### src/rtl/a1csa_pkg.sv
// Shared definitions for the speculative carry-select adder with recovery.
// Holds default geometry, the controller state encoding and the width of
// the recovery counter so the top and the bench agree on them.
package a1csa_pkg;

  localparam int DEF_WIDTH = 32;
  localparam int DEF_BLK   = 4;
  localparam int ERR_CNT_W = 16;

  typedef enum logic [1:0] {
    IDLE  = 2'd0,
    EVAL  = 2'd1,
    RECOV = 2'd2,
    HOLD  = 2'd3
  } state_t;

endpackage

### src/rtl/a1csa_blk.sv
// One carry-select block: adds two BLK-bit slices with a supplied carry-in
// and also reports the block's generate (carry-out assuming carry-in 0)
// and propagate (every bit position propagates) terms.
module a1csa_blk #(
  parameter int BLK = 4
) (
  input  logic [BLK-1:0] a,
  input  logic [BLK-1:0] b,
  input  logic           ci,
  output logic [BLK-1:0] sum,
  output logic           co,
  output logic           g,
  output logic           p
);

  logic [BLK:0] raw;
  logic [BLK:0] full;

  // Raw sum without carry-in gives the generate term; adding ci gives the real block result.
  always_comb begin
    raw  = {1'b0, a} + {1'b0, b};
    full = raw + {{BLK{1'b0}}, ci};
  end

  assign sum = full[BLK-1:0];
  assign co  = full[BLK];
  assign g   = raw[BLK];
  assign p   = &(a ^ b);

endmodule

### src/rtl/a1csa_recover.sv
// Speculative carry-select adder with error detection and recovery.
// Each block guesses its carry-in from the previous block's generate term.
// If the guess is right the result leaves one cycle after acceptance; if it
// is wrong the exact sum is delivered a cycle later and flagged.
module a1csa_recover
  import a1csa_pkg::*;
#(
  parameter int WIDTH = DEF_WIDTH,
  parameter int BLK   = DEF_BLK
) (
  input  logic                 clk,
  input  logic                 rst_n,
  input  logic                 in_valid,
  output logic                 in_ready,
  input  logic [WIDTH-1:0]     a,
  input  logic [WIDTH-1:0]     b,
  input  logic                 cin,
  output logic                 out_valid,
  input  logic                 out_ready,
  output logic [WIDTH-1:0]     sum,
  output logic                 cout,
  output logic                 err_flag,
  output logic [ERR_CNT_W-1:0] err_cnt
);

  // WIDTH must be a multiple of BLK with at least two blocks.
  localparam int NB = WIDTH / BLK;

  state_t                 state;
  state_t                 state_nxt;
  logic [WIDTH-1:0]       a_q;
  logic [WIDTH-1:0]       b_q;
  logic                   cin_q;
  logic [ERR_CNT_W-1:0]   err_cnt_q;
  logic [ERR_CNT_W-1:0]   err_cnt_nxt;
  logic                   load;

  logic [WIDTH-1:0]       spec_sum;
  logic [NB-1:0]          blk_co;
  logic [NB-1:0]          g;
  logic [NB-1:0]          p;
  logic [NB-1:0]          spec_ci;
  logic                   spec_err;
  logic [WIDTH:0]         exact_sum;

  // Block 0 sees the true carry-in; every other block guesses from its neighbour's generate.
  assign spec_ci = {g[NB-2:0], cin_q};

  for (genvar k = 0; k < NB; k++) begin : g_blk
    a1csa_blk #(
      .BLK(BLK)
    ) u_blk (
      .a  (a_q[k*BLK +: BLK]),
      .b  (b_q[k*BLK +: BLK]),
      .ci (spec_ci[k]),
      .sum(spec_sum[k*BLK +: BLK]),
      .co (blk_co[k]),
      .g  (g[k]),
      .p  (p[k])
    );
  end

  assign exact_sum = {1'b0, a_q} + {1'b0, b_q} + {{WIDTH{1'b0}}, cin_q};
  assign err_cnt   = err_cnt_q;

  // Walk the true carry chain, reusing each block's speculative carry-out
  // unless that block itself was mis-speculated; any miss marks an error.
  always_comb begin
    logic carry;
    logic miss;
    carry    = cin_q;
    spec_err = 1'b0;
    miss     = 1'b0;
    for (int k = 0; k < NB; k++) begin
      miss     = (carry != spec_ci[k]);
      spec_err = spec_err | miss;
      carry    = miss ? (g[k] | p[k]) : blk_co[k];
    end
  end

  // Controller next-state and output decode; outputs are zero unless a result is presented.
  always_comb begin
    state_nxt   = state;
    in_ready    = 1'b0;
    out_valid   = 1'b0;
    sum         = '0;
    cout        = 1'b0;
    err_flag    = 1'b0;
    err_cnt_nxt = err_cnt_q;
    load        = 1'b0;
    case (state)
      IDLE: begin
        in_ready = 1'b1;
        if (in_valid) begin
          load      = 1'b1;
          state_nxt = EVAL;
        end
      end
      EVAL: begin
        if (!spec_err) begin
          out_valid = 1'b1;
          sum       = spec_sum;
          cout      = blk_co[NB-1];
          state_nxt = out_ready ? IDLE : HOLD;
        end else begin
          if (err_cnt_q != {ERR_CNT_W{1'b1}}) begin
            err_cnt_nxt = err_cnt_q + ERR_CNT_W'(1);
          end
          state_nxt = RECOV;
        end
      end
      RECOV: begin
        out_valid     = 1'b1;
        {cout, sum}   = exact_sum;
        err_flag      = 1'b1;
        if (out_ready) begin
          state_nxt = IDLE;
        end
      end
      HOLD: begin
        out_valid = 1'b1;
        sum       = spec_sum;
        cout      = blk_co[NB-1];
        if (out_ready) begin
          state_nxt = IDLE;
        end
      end
      default: state_nxt = IDLE;
    endcase
  end

  // State, operand capture and recovery counter; reset drops any pending result.
  always_ff @(posedge clk) begin
    if (!rst_n) begin
      state     <= IDLE;
      a_q       <= '0;
      b_q       <= '0;
      cin_q     <= 1'b0;
      err_cnt_q <= '0;
    end else begin
      state     <= state_nxt;
      err_cnt_q <= err_cnt_nxt;
      if (load) begin
        a_q   <= a;
        b_q   <= b;
        cin_q <= cin;
      end
    end
  end

endmodule

### config.mk
export PLATFORM = sky130hd
export DESIGN_NAME = a1csa_recover
export DESIGN_NICKNAME = d
export VERILOG_FILES = /design/src/rtl/a1csa_pkg.sv /design/src/rtl/a1csa_blk.sv /design/src/rtl/a1csa_recover.sv
export SDC_FILE = /design/constraint.sdc
export NUM_CORES = 1
export LEC_CHECK = 0
export CORE_ASPECT_RATIO = 1.4
export CORE_MARGIN = 10
export CORE_UTILIZATION = 54
export DETAILED_ROUTE_END_ITERATION = 10
export MAX_ROUTING_LAYER = met4
export PLACE_DENSITY = 0.84
export SLEW_MARGIN = 5
export SYNTH_ARGS = -nofsm -noshare
export SYNTH_HDL_FRONTEND = slang
export SYNTH_SLANG_ARGS = --single-unit
export TNS_END_PERCENT = 10
### constraint.sdc
create_clock -name clk -period 4.9 [get_ports clk]
set_input_delay 0.98 -clock clk [delete_from_list [all_inputs] [get_ports clk]]
set_output_delay 0.98 -clock clk [all_outputs]
set_load 0.02 [all_outputs]
==> run metrics <==
status complete, no violations; dpl cells 1104; synth warn 0; crit end category output pin; register area share after synthesis 25.5%; layout cells sized above 1 9.31%; IO buf count 120; fin crit period 4.81 ns; hpwl dp 14000 µm; CTS sink cnt 83; DIE AREA 0.0169 mm²; RSZ-0062 raised after global routing true; slowest stage delay, CP 0.54 ns; worst setup path startpoint a_q[0]$_SDFFE_PN0P_; footprint of the multi-input gates 0.00450 mm²; Mapped Cells 871; hold buffers post-CTS 0; Crit Path Max Fanout 4; Crit Path Class flop to output pin; Post-Layout Inst Area 0.00812 mm²; Most used DFF post-synth dfxtp_1; Non-Filler Instances 1124; Synth Area per Inst 7.49 µm²; via count 6609; H-tree levels 3; register area 0.00166 mm²; Post-synth ARST share 0%; GRT Util Overall 22.1%; CP top delay family compound AO/OA/AOI/OAI gates; max_slew headroom 23.8%; FILL cells 1001; clk_lat worst skew 0.36 ns; DR DRC count 0; EDFF count, synth 0; Worst-path clk slew 0.07 ns; Antenna Nets Post-Route 0; highest clock rate 208 MHz; WL/cell 16.7 µm; global-route wire length before repair 30800 µm; initial antenna violation count 0; Arr. time, crit path 3.83 ns; worst reg2reg setup slack 1.27 ns; Pre-Repair DR Iteration Count 5; Buffers & Inverters on Critical Path 2; die span in y 150 µm; largest net degree at the start of global routing 66; Initial Util 55.2%; Longest Clk Path Bufs 2; HP Start b_q[16]$_SDFFE_PN0P_; r2r startpoint a_q[8]$_SDFFE_PN0P_; CP Launch Type flop; Synth cell types 77; Core Region 0.0118 mm²; final worst-path cycle share 98.2%; Vias per Instance 5.88; CP max stage cell or4_1; PwrDens 242 mW/mm²; skew final 0.00935 ns; MaxCap Viol Count 0; ant diodes 0; Slew Limit Fails 0; Worst-Margin Slew 1.14 ns; initial DRC count 428; vias in the first global route 6544; IO Count 121; Final setup violation count 0; final wirelength 18800 µm; Hold Fails Final Rpt 0; GRT overflow 0; final layout net count 1099; CTS tree built; Leak Pwr 0.00354 µW; crit path cell chain fa_1 -> inv_1 -> fa_1 -> and2b_1 -> o2111ai_1 -> a21oi_2 -> nor2_1 -> o211ai_1 -> a41oi_2 -> or4_1 -> o211ai_1 -> dlygate4sd2_1; Root Buffer clkbuf_16; area delta synth->final 24.4%; Max VDD drop 0.177 mV; Mapped Area 0.00653 mm²; Hold Path Class flop to flop; Area after DPL 0.00783 mm²; post-synthesis register bit count 83; worst endpoint required time 3.92 ns; gpl congestion 0.922; Die X-Extent 113 µm; Mapped Nets 998; row cnt 47; TritonCTS Buffers 9
==> report_power, final <==
group | total [µW] | internal, µW | switching (µW)
logic | 530 | 220 | 310
registers | 738 | 711 | 27.2
clock network | 696 | 408 | 288
==> layer usage <==
layer  vias up  part of all wire (%)  GRT usage (%)  wire, µm
li1       3270                     -              -         -
met1      3077                    42           24.6      7840
met2       217                    50           38.1      9380
met3        45                   5.4           3.77      1010
met4         0                   3.0           9.54       556
met5         -                     0              -         0
==> layout by cell type, fill, tap and decap left out, types with 4 or more instances in the layout <==
master	n
nor2_1	47
xor2_1	15
clkdlybuf4s15_1	5
xnor2_1	22
o22ai_1	7
clkbuf_2	17
a21o_1	23
and2_1	5
o21bai_1	7
ha_1	47
clkbuf_16	9
a31oi_1	7
inv_1	33
and3_1	8
dlygate4sd2_1	7
nor3_1	6
a221oi_1	4
a31o_2	4
a21oi_1	124
nand2b_1	16
buf_4	24
dlymetal6s2s_1	4
mux2i_1	6
clkdlybuf4s50_1	87
dfxtp_1	83
fa_1	11
nand3_1	13
nand2_1	184
a21oi_2	4
o21ai_0	28
a22oi_1	4
o211ai_1	9
a211oi_1	6
nand4_1	7
o21a_1	8
==> through the flow <==
step                setup WS (ns)  total power [µW]  setup TNS, ns  utilization [%]  hold WS, ns
global placement            0.129              1280              0             66.2        0.446
CTS                       0.00804              1970              0             69.0        0.461
detailed placement         0.0375              1290              0             66.2        0.453
global route               -0.140              2050         -0.162             68.7        0.476
finish                     0.0867              1960              0             68.7        0.460
floorplan                   0.508              1090              0                -        0.440
==> synth_stat cells, types with 7 or more instances <==
master    instances  area (µm²)
a21o_1           23         173
a21oi_1         125         626
a31oi_1           7        43.8
and3_1            8        50.1
buf_1             7        26.3
buf_2             8        40.0
clkbuf_1         32         120
dfxtp_1          83        1660
fa_1             11         220
ha_1             47         588
inv_1            34         128
nand2_1         185         694
nand2b_1         16         100
nand3_1          13        65.1
nand4_1           7        43.8
nor2_1           47         176
o211ai_1          9        67.6
o21a_1            8        60.1
o21ai_0          28         140
o21bai_1          7        52.6
o22ai_1           7        43.8
xnor2_1          22         193
xor2_1           15         131
==> state kept, by name (all words and copies together) (netlist names) <==
signal	flops
state	2
b_q	32
err_cnt	16
cin_q	1
a_q	32
==> worst paths after layout <==
| path | depth (start not counted) | end |
|---|---|---|
| setup / recovery | 12 | cout |
| hold / removal | 2 | b_q[16]$_SDFFE_PN0P_ |
| setup reg to reg | 16 | err_cnt[5]$_SDFFE_PN0P_ |
| hold reg to reg | 2 | b_q[16]$_SDFFE_PN0P_ |
==> worst reg2reg max path: stages, from the launching register on <==
cell and delay [ns]:
dfxtp_1 0.34, ha_1 0.17, inv_1 0.05, fa_1 0.43, nor2b_1 0.12, o21ai_0 0.10, and2_1 0.20, inv_1 0.06
ha_1 0.15, ha_1 0.17, a21boi_2 0.26, a22oi_1 0.13, and3_1 0.22, buf_4 0.17, a2111oi_4 0.58, and3_1 0.25
mux2i_1 0.17
==> cells by family after synthesis <==
| family | count (synthesis) | synth area share, % |
|---|---|---|
| buffers and inverters | 91 | 6.12 |
| flip-flops | 83 | 25.5 |
| AO/OA/AOI/OAI | 281 | 28.5 |
| adder cells (fa/ha/maj) | 58 | 12.4 |
| AND/OR/NAND/NOR | 314 | 21.4 |
| XOR/XNOR | 38 | 5.21 |
| multiplexers | 6 | 0.920 |
==> final cells by class <==
| class | count | area share (%) |
|---|---|---|
| Sequential cell | 83 | 20.5 |
| Clock buffer | 10 | 2.94 |
| Timing Repair Buffer | 146 | 16.5 |
| Clock inverter | 6 | 0.786 |
| Tap cell | 147 | 2.26 |
| Inverter | 35 | 1.62 |
| Multi-Input combinational cell | 697 | 55.5 |
==> what timing repair did <==
item,CTS,global route
pin swaps,2,1
buffers inserted,4,0
resized for setup,31,49
endpoints found under the setup margin,31,27
hold endpoints to repair,0,0
(Power assumes the default switching activity.)
